File: src/rtl/eth_rx_arb_pkg.sv
// eth_rx_arb_pkg: shared types and helpers for the eth RX NoC-out arbiter.
//   - arb_state_e : arbiter FSM state (IDLE / GRANTED)
//   - rr_winner() : rotated-priority search over a request vector
package eth_rx_arb_pkg;

  // Default flit width of the noc0 vrtoc port.
  localparam int NOC_DATA_W_DEF = 512;

  // Widest request vector the picker supports.
  localparam int MAX_SRC = 8;

  typedef enum logic {
    IDLE    = 1'b0,
    GRANTED = 1'b1
  } arb_state_e;

  // Returns the first set bit of req at or above ptr, wrapping at num_src.
  // ptr is always < num_src, so one conditional subtract keeps the probe
  // index in range without a modulo operator.
  function automatic logic [2:0] rr_winner(input logic [MAX_SRC-1:0] req,
                                           input logic [2:0]         ptr,
                                           input int                 num_src);
    logic [2:0] win;
    logic       found;
    logic [3:0] probe;
    win   = '0;
    found = 1'b0;
    for (int i = 0; i < MAX_SRC; i++) begin
      probe = {1'b0, ptr} + 4'(i);
      if (probe >= 4'(num_src)) begin
        probe = probe - 4'(num_src);
      end
      if ((i < num_src) && !found && req[probe[2:0]]) begin
        win   = probe[2:0];
        found = 1'b1;
      end
    end
    return win;
  endfunction

endpackage

File: src/rtl/eth_rx_noc_out_arb_rr_prio_picker.sv
// rr_prio_picker: combinational rotated-priority picker.
//   req        in  NUM_SRC    request vector
//   ptr        in  SRC_IDX_W  highest-priority index this cycle
//   winner_idx out SRC_IDX_W  first requester at or after ptr (wrapping)
//   any_req    out 1          at least one request is set
module rr_prio_picker
  import eth_rx_arb_pkg::*;
#(
  parameter int NUM_SRC   = 2,
  parameter int SRC_IDX_W = $clog2(NUM_SRC)
) (
  input  logic [NUM_SRC-1:0]   req,
  input  logic [SRC_IDX_W-1:0] ptr,
  output logic [SRC_IDX_W-1:0] winner_idx,
  output logic                 any_req
);

  logic [MAX_SRC-1:0] req_ext;
  logic [2:0]         ptr_ext;
  logic [2:0]         win_full;

  assign req_ext    = MAX_SRC'(req);
  assign ptr_ext    = 3'(ptr);
  assign win_full   = rr_winner(req_ext, ptr_ext, NUM_SRC);
  assign winner_idx = win_full[SRC_IDX_W-1:0];
  assign any_req    = |req;

endmodule

File: src/rtl/eth_rx_noc_out_arb.sv
// eth_rx_noc_out_arb: packet-granular round-robin arbiter sharing one noc0
// vrtoc output among NUM_SRC eth RX NoC-out controllers. A granted source
// owns the port until its last flit handshakes; packets never interleave.
//   clk, rst                 clock, asynchronous active-high reset
//   src_arb_val/data/last    per-source flit streams (data flattened)
//   arb_src_rdy              per-source ready (only the owner can see rdy)
//   arb_noc0_vrtoc_val/data  flit to the NoC router
//   noc0_vrtoc_arb_rdy       NoC ready
//   arb_grant_vec            one-hot current owner, zero while arbitrating
//   arb_pkt_done             pulse on the handshake of a last flit
module eth_rx_noc_out_arb
  import eth_rx_arb_pkg::*;
#(
  parameter int NUM_SRC    = 2,
  parameter int NOC_DATA_W = NOC_DATA_W_DEF,
  parameter int SRC_IDX_W  = $clog2(NUM_SRC)
) (
  input  logic                          clk,
  input  logic                          rst,
  input  logic [NUM_SRC-1:0]            src_arb_val,
  input  logic [NUM_SRC*NOC_DATA_W-1:0] src_arb_data,
  input  logic [NUM_SRC-1:0]            src_arb_last,
  output logic [NUM_SRC-1:0]            arb_src_rdy,
  output logic                          arb_noc0_vrtoc_val,
  output logic [NOC_DATA_W-1:0]         arb_noc0_vrtoc_data,
  input  logic                          noc0_vrtoc_arb_rdy,
  output logic [NUM_SRC-1:0]            arb_grant_vec,
  output logic                          arb_pkt_done
);

  arb_state_e           state_reg, state_next;
  logic [SRC_IDX_W-1:0] grant_idx_reg, grant_idx_next;
  logic [SRC_IDX_W-1:0] rr_ptr_reg, rr_ptr_next;
  logic [SRC_IDX_W-1:0] winner_idx;
  logic                 any_req;
  logic [NOC_DATA_W-1:0] src_data [NUM_SRC];

  rr_prio_picker #(
    .NUM_SRC  (NUM_SRC),
    .SRC_IDX_W(SRC_IDX_W)
  ) u_picker (
    .req       (src_arb_val),
    .ptr       (rr_ptr_reg),
    .winner_idx(winner_idx),
    .any_req   (any_req)
  );

  // Per-source slicing, ownership decode and ready steering. Ready is only
  // ever routed to the owner, so other sources see a stall while GRANTED.
  for (genvar gi = 0; gi < NUM_SRC; gi++) begin : g_src
    assign src_data[gi]      = src_arb_data[gi*NOC_DATA_W +: NOC_DATA_W];
    assign arb_grant_vec[gi] = (state_reg == GRANTED) &&
                               (grant_idx_reg == SRC_IDX_W'(gi));
    assign arb_src_rdy[gi]   = arb_grant_vec[gi] & noc0_vrtoc_arb_rdy;
  end

  always_comb begin
    state_next          = state_reg;
    grant_idx_next      = grant_idx_reg;
    rr_ptr_next         = rr_ptr_reg;
    arb_noc0_vrtoc_val  = 1'b0;
    arb_noc0_vrtoc_data = '0;
    arb_pkt_done        = 1'b0;
    case (state_reg)
      IDLE: begin
        if (any_req) begin
          grant_idx_next = winner_idx;
          state_next     = GRANTED;
        end
      end
      GRANTED: begin
        arb_noc0_vrtoc_val  = src_arb_val[grant_idx_reg];
        arb_noc0_vrtoc_data = src_data[grant_idx_reg];
        if (src_arb_val[grant_idx_reg] && noc0_vrtoc_arb_rdy &&
            src_arb_last[grant_idx_reg]) begin
          arb_pkt_done = 1'b1;
          // Explicit wrap keeps the pointer in range for non-power-of-two
          // source counts.
          rr_ptr_next  = (grant_idx_reg == SRC_IDX_W'(NUM_SRC-1)) ?
                         '0 : grant_idx_reg + 1'b1;
          state_next   = IDLE;
        end
      end
      default: state_next = IDLE;
    endcase
  end

  always_ff @(posedge clk or posedge rst) begin
    if (rst) begin
      state_reg     <= IDLE;
      grant_idx_reg <= '0;
      rr_ptr_reg    <= '0;
    end else begin
      state_reg     <= state_next;
      grant_idx_reg <= grant_idx_next;
      rr_ptr_reg    <= rr_ptr_next;
    end
  end

endmodule
File: config.mk
export PLATFORM = sky130hd
export DESIGN_NAME = eth_rx_noc_out_arb
export DESIGN_NICKNAME = d
export VERILOG_FILES = /design/src/rtl/eth_rx_arb_pkg.sv /design/src/rtl/eth_rx_noc_out_arb_rr_prio_picker.sv /design/src/rtl/eth_rx_noc_out_arb.sv
export SDC_FILE = /design/constraint.sdc
export NUM_CORES = 1
export LEC_CHECK = 0
export ABC_AREA = 0
export CAP_MARGIN = 5
export CELL_PAD_IN_SITES_DETAIL_PLACEMENT = 0
export CELL_PAD_IN_SITES_GLOBAL_PLACEMENT = 2
export CORE_AREA = 4 4 599 601
export CTS_BUF_LIST = sky130_fd_sc_hd__clkbuf_2
export DETAILED_ROUTE_END_ITERATION = 10
export DIE_AREA = 0 0 603 605
export DONT_BUFFER_PORTS = 1
export MAX_ROUTING_LAYER = met4
export PLACE_DENSITY = 0.3
export SYNTH_ARGS = -nofsm -noshare
export SYNTH_HDL_FRONTEND = slang
export SYNTH_SLANG_ARGS = --single-unit
File: constraint.sdc
create_clock -name clk -period 2.7 [get_ports clk]
set_input_delay 0.54 -clock clk [delete_from_list [all_inputs] [get_ports clk]]
set_output_delay 0.54 -clock clk [all_outputs]
set_load 0.005 [all_outputs]
# [Word level (Yosys, flattened, before mapping)]
# Cells that the tools add are included.
# Widths: inputs -> output; s select.
[word_totals] output_inout_bits=518 inputBits=1031 word_cells=51 ff_bits=3
[classes] addsub=4 mux=24 n_lt_le_gt_ge=6 n_bitwise=5 reduce_logical=9
[ops] operator="$mux 512" count=4
[ops] operator="$mux 1" count=15
[ops] operator="$lt 3x4->1 const B" count=2
[ops] operator="$bmux 1 s3" count=2
[ops] operator="$mux 3" count=2
[ops] operator="$logic_and 1x1->1" count=5
[ops] operator="$ge 4x2->1 const B" count=1
[ops] operator="$reduce_and 2->1" count=2
[ops] operator="$sub 1x2->3 const B" count=1
[ops] operator="$sub 3x2->3 const B" count=1
[ops] operator="$add 1x1->2 const B" count=1
[ops] operator="$and 1x1->1" count=2
[ops] operator="$ge 1x2->1 const B" count=1
[ops] operator="$ge 2x2->1 const B" count=1
[ops] operator="$lt 1x2->1 const B" count=1
[ops] operator="$not 1->1" count=2
[ops] operator="$not 1->2" count=1
[ops] operator="$pmux 1 s2" count=1
[ops] operator="$reduce_or 2->1" count=1
[ops] operator="$add 1x1->1 const B" count=1
[ops] operator="$logic_not 1->1" count=1

# [Logic depth before layout (Yosys ltp)]
# Gate-level depths: netlist of run 1.
[depth] word_depth=8 mapped_depth=6 depth_no_buf=3

# [Hierarchy]
# From an unflattened synthesis of run 1, not the netlist that was laid out.
[hier_totals] hier_cells=1162 hier_area_um2=9172.5
[modules_own_cells] mod="eth_rx_noc_out_arb" seq_area_each_um2=75.1 area_each_um2=9155.0 n_inst=1 cells_per_inst=1159
[modules_own_cells] mod="rr_prio_picker" seq_area_each_um2=0.0 area_each_um2=17.5 n_inst=1 cells_per_inst=3

# [Least setup slack after synthesis of run 1]
# OpenSTA, ideal clock, no wires.
[synth_path] kind="reg2out" from="register grant_idx_reg" to="output port arb_noc0_vrtoc_data[487]" arrival_time_ns=1.115 t_required_ns=2.160 stages_incl_launch_ff=7 n_path_buf=4 path_slack_ns=1.045 cell_sequence="dfrtp_1 -> buf_4 -> buf_6 -> buf_6 -> buf_6 -> mux2i_1 -> nor2_1"
[synth_via] elab_chain_len=5
[synth_lines] element="start: declaration" line="eth_rx_noc_out_arb.sv:32" rtl="logic [SRC_IDX_W-1:0] grant_idx_reg, grant_idx_next;"
[synth_lines] element="start signal: assignment" line="eth_rx_noc_out_arb.sv:95" rtl="grant_idx_reg <= grant_idx_next;"
[synth_lines] element="$not 1->2 (implied by the code)" line="eth_rx_noc_out_arb.sv:73" rtl="arb_noc0_vrtoc_data = src_data[grant_idx_reg];"
[synth_lines] element="$mux 512 (implied by the code) (3 in a row)" line="eth_rx_noc_out_arb.sv:73"
[synth_lines] element="$mux 512" line="eth_rx_noc_out_arb.sv:64" rtl="case (state_reg)"
[synth_lines] element="end: declaration" line="eth_rx_noc_out_arb.sv:25" rtl="output logic [NOC_DATA_W-1:0] arb_noc0_vrtoc_data,"
# Every way passes these cells. The select of a mux whose other input is x is not followed.

# [Final worst setup path of run 1]
[layout_path] from="register grant_idx_reg" to="output port arb_noc0_vrtoc_data[83]"
# Same word-level chain as after synthesis.

==> results.yml, run 1 <==
global_route:
  grt-ovfl-total: 0
  grt_start_max_net_pins: 87
  grt.met1_usage: 0.1351
  grt_busiest_layer: "met2"
  grt_use_met2: 0.2578
  grt_first_pass_wirelength_um: 311900
  track_usage: 0.1545
  globalRouteMet3Util: 0.1384
  antenna_found_initial: 491
  grt_pass1_vias: 11150
worst_setup_path:
  cp_slowest_cell: "mux2i_2"
  cpPeakStageDelay_ps: 530
  worst-path-max-fanout: 40
  critical_path_arrival_ps: 2150
  cp_common_cell: "buf_12"
  crit_type: "flip-flop to output port"
  crit_family: "buffers and inverters"
  worstPathCellList: "buf_12, buf_12, buf_12, mux2i_2, nor2_1, buf_4"
  worstSetupStartpointType: "flip-flop"
  crit_cells: 6
  reg2reg_depth: 5
  worstSetupEndpointType: "output port"
  required_ps: 2160
  path_buf_inv: 4
place:
  place_congestion: 0.9937
  dpl.hpwl_um: 280800
  io_buffers: 0
  preCtsSetupSlack_ps: -196.2
  dpl_cell_area_um2: 16590
min_path:
  hold_class: "input port to asynchronous set/reset pin"
die:
  die_y_um: 605
  start_util: 0.02250
  dieArea_um2: 364800
  fp.dieW_um: 603
  num_rows: 218
  core_region_area_um2: 352700
  pin_count: 1549
final_layout:
  fillers: 41890
  post-route-util: 0.04902
  final_area_um2: 17290
  nets: 2440
  drive_gt1_frac: 0.2962
  seqCellArea_um2: 78.83
  syn_to_final_growth_pct: 117.9
  multi_input_area_um2: 7373
logic_synthesis:
  yosysSeqAreaShare: 0.009462
  synth.distinct_cells: 17
  ys_top_cells_by_area: "mux2i_1, nor2_1, buf_4"
  synth_top_area_frac: 0.6472
  synth-seq-cells: 3
  synth_warnings: 0
  syn-cell-area_um2: 7934
  syn_nets: 2191
  syn_inst: 1160
  syn_area_per_cell_um2: 6.840
  yosysTopAreaCell: "mux2i_1"
clocking:
  clk_path_buf_depth: 2
  path_clk_slew_ps: 50
  ctsHoldBuffers: 0
  cts_made_buffers: 3
  clk_latency_ps: 210
  cts_tree: "done"
  htree_levels: 1
  clkSinkCount: 3
  cts_root_buf: "clkbuf_2"
sta:
  period_minus_slack_ps: 2693
  rsz0062_at_grt: "yes"
  maxSlewHeadroom: 0.5654
  hold_viol: 0
  tightest_slew_ps: 633.8
  max_clock_freq_mhz: 371.3
  finalSetupTns_ps: 0
  skew_ps: 7.928
  slew_viol_final: 0
  fin_ws_ps: 6.718
  fin_crit_sh: 0.9975
  setup_viol: 0
route:
  via_per_inst: 2.016
  ant_nets: 0
  first_iter_violations: 1012
  drc: 0
  route.vias.total: 12730
  drt-total-wl_um: 289200
  drtPass1Iterations: 5
  wl_per_cell_um: 45.82
run_status:
  outcome: "complete, no violations"
power_and_ir_drop:
  p_per_area_nw_per_um2: 951.1
  peakVddDrop_mv: 0.3652
  p_leak_nw: 6.461
run:
  cap_violations: 0
-- synth_stat cells --
| cell | n |
|---|---|
| inv_1 | 4 |
| clkbuf_1 | 8 |
| a21oi_1 | 1 |
| buf_6 | 4 |
| buf_1 | 3 |
| mux2_2 | 2 |
| nand4_1 | 1 |
| mux2i_1 | 513 |
| nor2_1 | 514 |
| dfrtp_1 | 3 |
| and2_1 | 2 |
| and3_1 | 1 |
| nand2_1 | 2 |
| buf_2 | 53 |
| o31a_1 | 1 |
| buf_4 | 47 |
| a31oi_1 | 1 |
-- metal layers --
metal  up-vias  share of wire
met5         -              0
met4         0          0.020
met3       540           0.20
met2      1687           0.47
met1      5819           0.31
li1       4680              -
-- report_power, final --
| part | switching (mW) | internal, mW |
|---|---|---|
| clock network | 0.0254 | 0.0391 |
| logic | 10.1 | 6.22 |
| registers | 0.0253 | 0.0689 |
-- metrics by stage --
step	power, mW	hold WS (ps)	std cells
floorplan	7.025	293.6	1160
global placement	16.72	310.3	6130
detailed placement	16.66	310.7	6130
CTS	17.00	82.02	6137
global route	17.19	71.98	6299
finish	16.44	82.51	6312
-- layout make-up --
class | count | area share
timing repair buffer | 359 | 0.1990
inverter | 4 | 0.001303
clock buffer | 4 | 0.001158
tap | 4730 | 0.3423
sequential | 3 | 0.004559
antenna | 174 | 0.02518
multi-input combinational | 1038 | 0.4265
-- kinds of logic after synthesis --
group,share of synthesized area
AND/OR/NAND/NOR,0.2473
multiplexers,0.6501
buffers and inverters,0.09068
AO/OA/AOI/OAI,0.002523
flip-flops,0.009462
-- placed cells by master (no fill, tap or decap), drive strengths merged --
master  instances
a21oi           1
a31oi           1
and2            2
and3            1
buf           358
clkbuf          5
dfrtp           3
diode         174
inv             4
mux2            2
mux2i         513
nand2           2
nand4           1
nor2          514
o31a            1
-- worst register-to-register path, stage by stage (launching register included) --
cell     delay, ps
dfrtp_4        430
buf_12         140
buf_4          260
mux2_2         390
nand4_1        170
mux2i_1        210
-- timing repair --
item                       4_1_cts  5_1_grt
gates resized for setup         31        4
setup endpoints to repair       30       12
cloned                           0        1
buffers inserted                 3        0
-- worst paths after layout --
path	start	endpoint	slack (ps)
min in group clk	src_arb_val[0]	grant_idx_reg	470
worst min-delay path	rst	grant_idx_reg	80
worst max register to register	grant_idx_reg	rr_ptr_reg	1010
max in group asynchronous	rst	grant_idx_reg	2470
worst min register to register	rr_ptr_reg	rr_ptr_reg	530
worst max-delay path	grant_idx_reg	arb_noc0_vrtoc_data[83]	7
Power figures use the tool's default switching activity.
==> run 2: changes to the inputs <==
SLEW_MARGIN = 20   (was not set)
TNS_END_PERCENT = 1   (was not set)
==> run 2 against run 1 <==
  * The run now ends with negative setup slack left
  * Combinational power is essentially flat
  * Worst hold slack worse by 1.8 ps
  * Final cell count is essentially flat
  * Fmax shrank 0.29%
  * Non-clock buffer count shrank 1
  * Register-to-register slack improved by 20 ps
  * Clock skew about the same
  * Wire length hardly changed
  * First-iteration DRC count rose by 2.4%
  * Critical path type unchanged
  * Critical endpoint is now arb_noc0_vrtoc_data[38]
==> results.yml, run 2 (synthesis gave the netlist of run 1 again) <==
die:
  pin_count: 1549
  fp.dieW_um: 603
  start_util: 0.02250
  core_region_area_um2: 352700
  dieArea_um2: 364800
  die_y_um: 605
  num_rows: 218
clocking:
  cts_tree: "done"
  clk_latency_ps: 210
  path_clk_slew_ps: 50
  clkSinkCount: 3
  cts_made_buffers: 3
  cts_root_buf: "clkbuf_2"
  clk_path_buf_depth: 2
  htree_levels: 1
worst_setup_path:
  reg2reg_setup_slack_ps: 1030
  worstSetupStartpointType: "flip-flop"
  worstSetupEndpointType: "output port"
  cp_slowest_cell: "dfrtp_4"
  startpoint: "grant_idx_reg"
  cp_common_cell: "buf_12"
  crit_type: "flip-flop to output port"
  cpPeakStageDelay_ps: 430
  timing.rr.start: "grant_idx_reg"
  worst-path-max-fanout: 40
  required_ps: 2160
  worstPathCellList: "buf_12, buf_12, buf_12, mux2i_4, nor2_1, buf_12"
  critical_path_arrival_ps: 2160
route:
  drc: 0
  via_per_inst: 2.015
  drt-total-wl_um: 289000
  wl_per_cell_um: 45.80
  ant_nets: 0
  drtPass1Iterations: 5
  first_iter_violations: 1036
  route.vias.total: 12720
place:
  io_buffers: 0
  dp_cells: 6130
  preCtsSetupSlack_ps: -196.2
  place_congestion: 0.9937
  dpl.hpwl_um: 280800
run_status:
  outcome: "finished, violations left"
  violations: "negative setup slack"
global_route:
  grt_busiest_layer: "met2"
  grt-ovfl-total: 0
  grt_pass1_vias: 11150
  grt_use_met2: 0.2578
  track_usage: 0.1545
  globalRouteMet3Util: 0.1384
  grt_start_max_net_pins: 87
  grt.met1_usage: 0.1351
  grt_first_pass_wirelength_um: 311900
  antenna_found_initial: 489
sta:
  rsz0062_at_grt: "yes"
  tightest_slew_ps: 621.2
  slew_viol_final: 0
  skew_ps: 8.351
  maxSlewHeadroom: 0.5740
  setup_viol: 1
  period_minus_slack_ps: 2701
  hold_viol: 0
  fin_crit_sh: 1.000
  fin_ws_ps: -1.190
  max_clock_freq_mhz: 370.2
final_layout:
  post-route-util: 0.04896
  final_cell_mix: "mux2i_1, nor2_1, buf_4"
  layout_commonest_cell: "mux2i_1"
  drive_gt1_frac: 0.2957
  syn_to_final_growth_pct: 117.6
  fillers: 41900
  finalNonFillerCells: 6311
  nets: 2439
power_and_ir_drop:
  peakVddDrop_mv: 0.3674
  p_leak_nw: 6.448
  p_per_area_nw_per_um2: 948.3
min_path:
  hold_class: "input port to asynchronous set/reset pin"
run:
  cap_violations: 0
run 2: cell types whose count changed in the layout (fill, tap and decap cells not counted), sizes merged:
cell | previous run | this run
clkbuf | 5 | 4
run 2: worst max-delay path, delay by kind of cell (launching register included):
kind / cells / cell delay (ps)
buffers and inverters: 4 / 810
DFF: 1 / 430
muxes: 1 / 420
and+or+nand+nor: 1 / 180
run 2: cell type report:
| class | count | area, um2 | area share |
|---|---|---|---|
| Clock buffer | 4 | 20.02 | 0.001159 |
| Antenna cell | 174 | 435.4 | 0.02522 |
| Tap cell | 4730 | 5918 | 0.3427 |
| Inverter | 4 | 22.52 | 0.001304 |
| Sequential cell | 3 | 78.83 | 0.004565 |
| Timing Repair Buffer | 358 | 3411 | 0.1975 |
| Multi-Input combinational cell | 1038 | 7382 | 0.4275 |
run 2: path summary, 6_finish.rpt:
kind | end | cells after the start
max reg2reg | rr_ptr_reg | 5
max in group asynchronous | grant_idx_reg | 1
min reg2reg | rr_ptr_reg | 2
max | arb_noc0_vrtoc_data[38] | 6
min in group clk | grant_idx_reg | 1
min | grant_idx_reg | 1
run 2: what timing repair did:
action	in CTS	in global routing
pin swaps	0	0
resized for setup	31	4
buffers inserted	3	0
hold buffers	0	0
endpoints found under the setup margin	30	12
endpoints found under the hold margin	0	0
run 2: metal layers:
metal	vias to the layer above	wire length (um)
met5	-	0
met4	0	5658
li1	4676	-
met1	5830	88530
met2	1667	136700
met3	542	58100
run 2: report_power, final:
| part | internal [mW] | leakage (nW) | switching (mW) |
|---|---|---|---|
| registers | 0.0690 | 0.0319 | 0.0257 |
| logic | 6.19 | 6.40 | 10.0 |
| clock network | 0.0391 | 0.0177 | 0.0254 |
| total | 6.30 | 6.45 | 10.1 |
run 2: stage by stage:
| step | instance area [um2] | power, mW | hold slack, ps | setup TNS [ps] |
|---|---|---|---|---|
| 2_1_floorplan | 7934 | 7.025 | 293.6 | 0 |
| 3_3_place_gp | 16590 | 16.72 | 310.3 | -569.9 |
| 3_5_place_dp | 16590 | 16.66 | 310.7 | -556.4 |
| 4_1_cts | 16810 | 17.00 | 82.02 | 0 |
| 5_1_grt | 17240 | 17.14 | 71.98 | -189.6 |
| 6_report | 17270 | 16.37 | 80.70 | -1.190 |
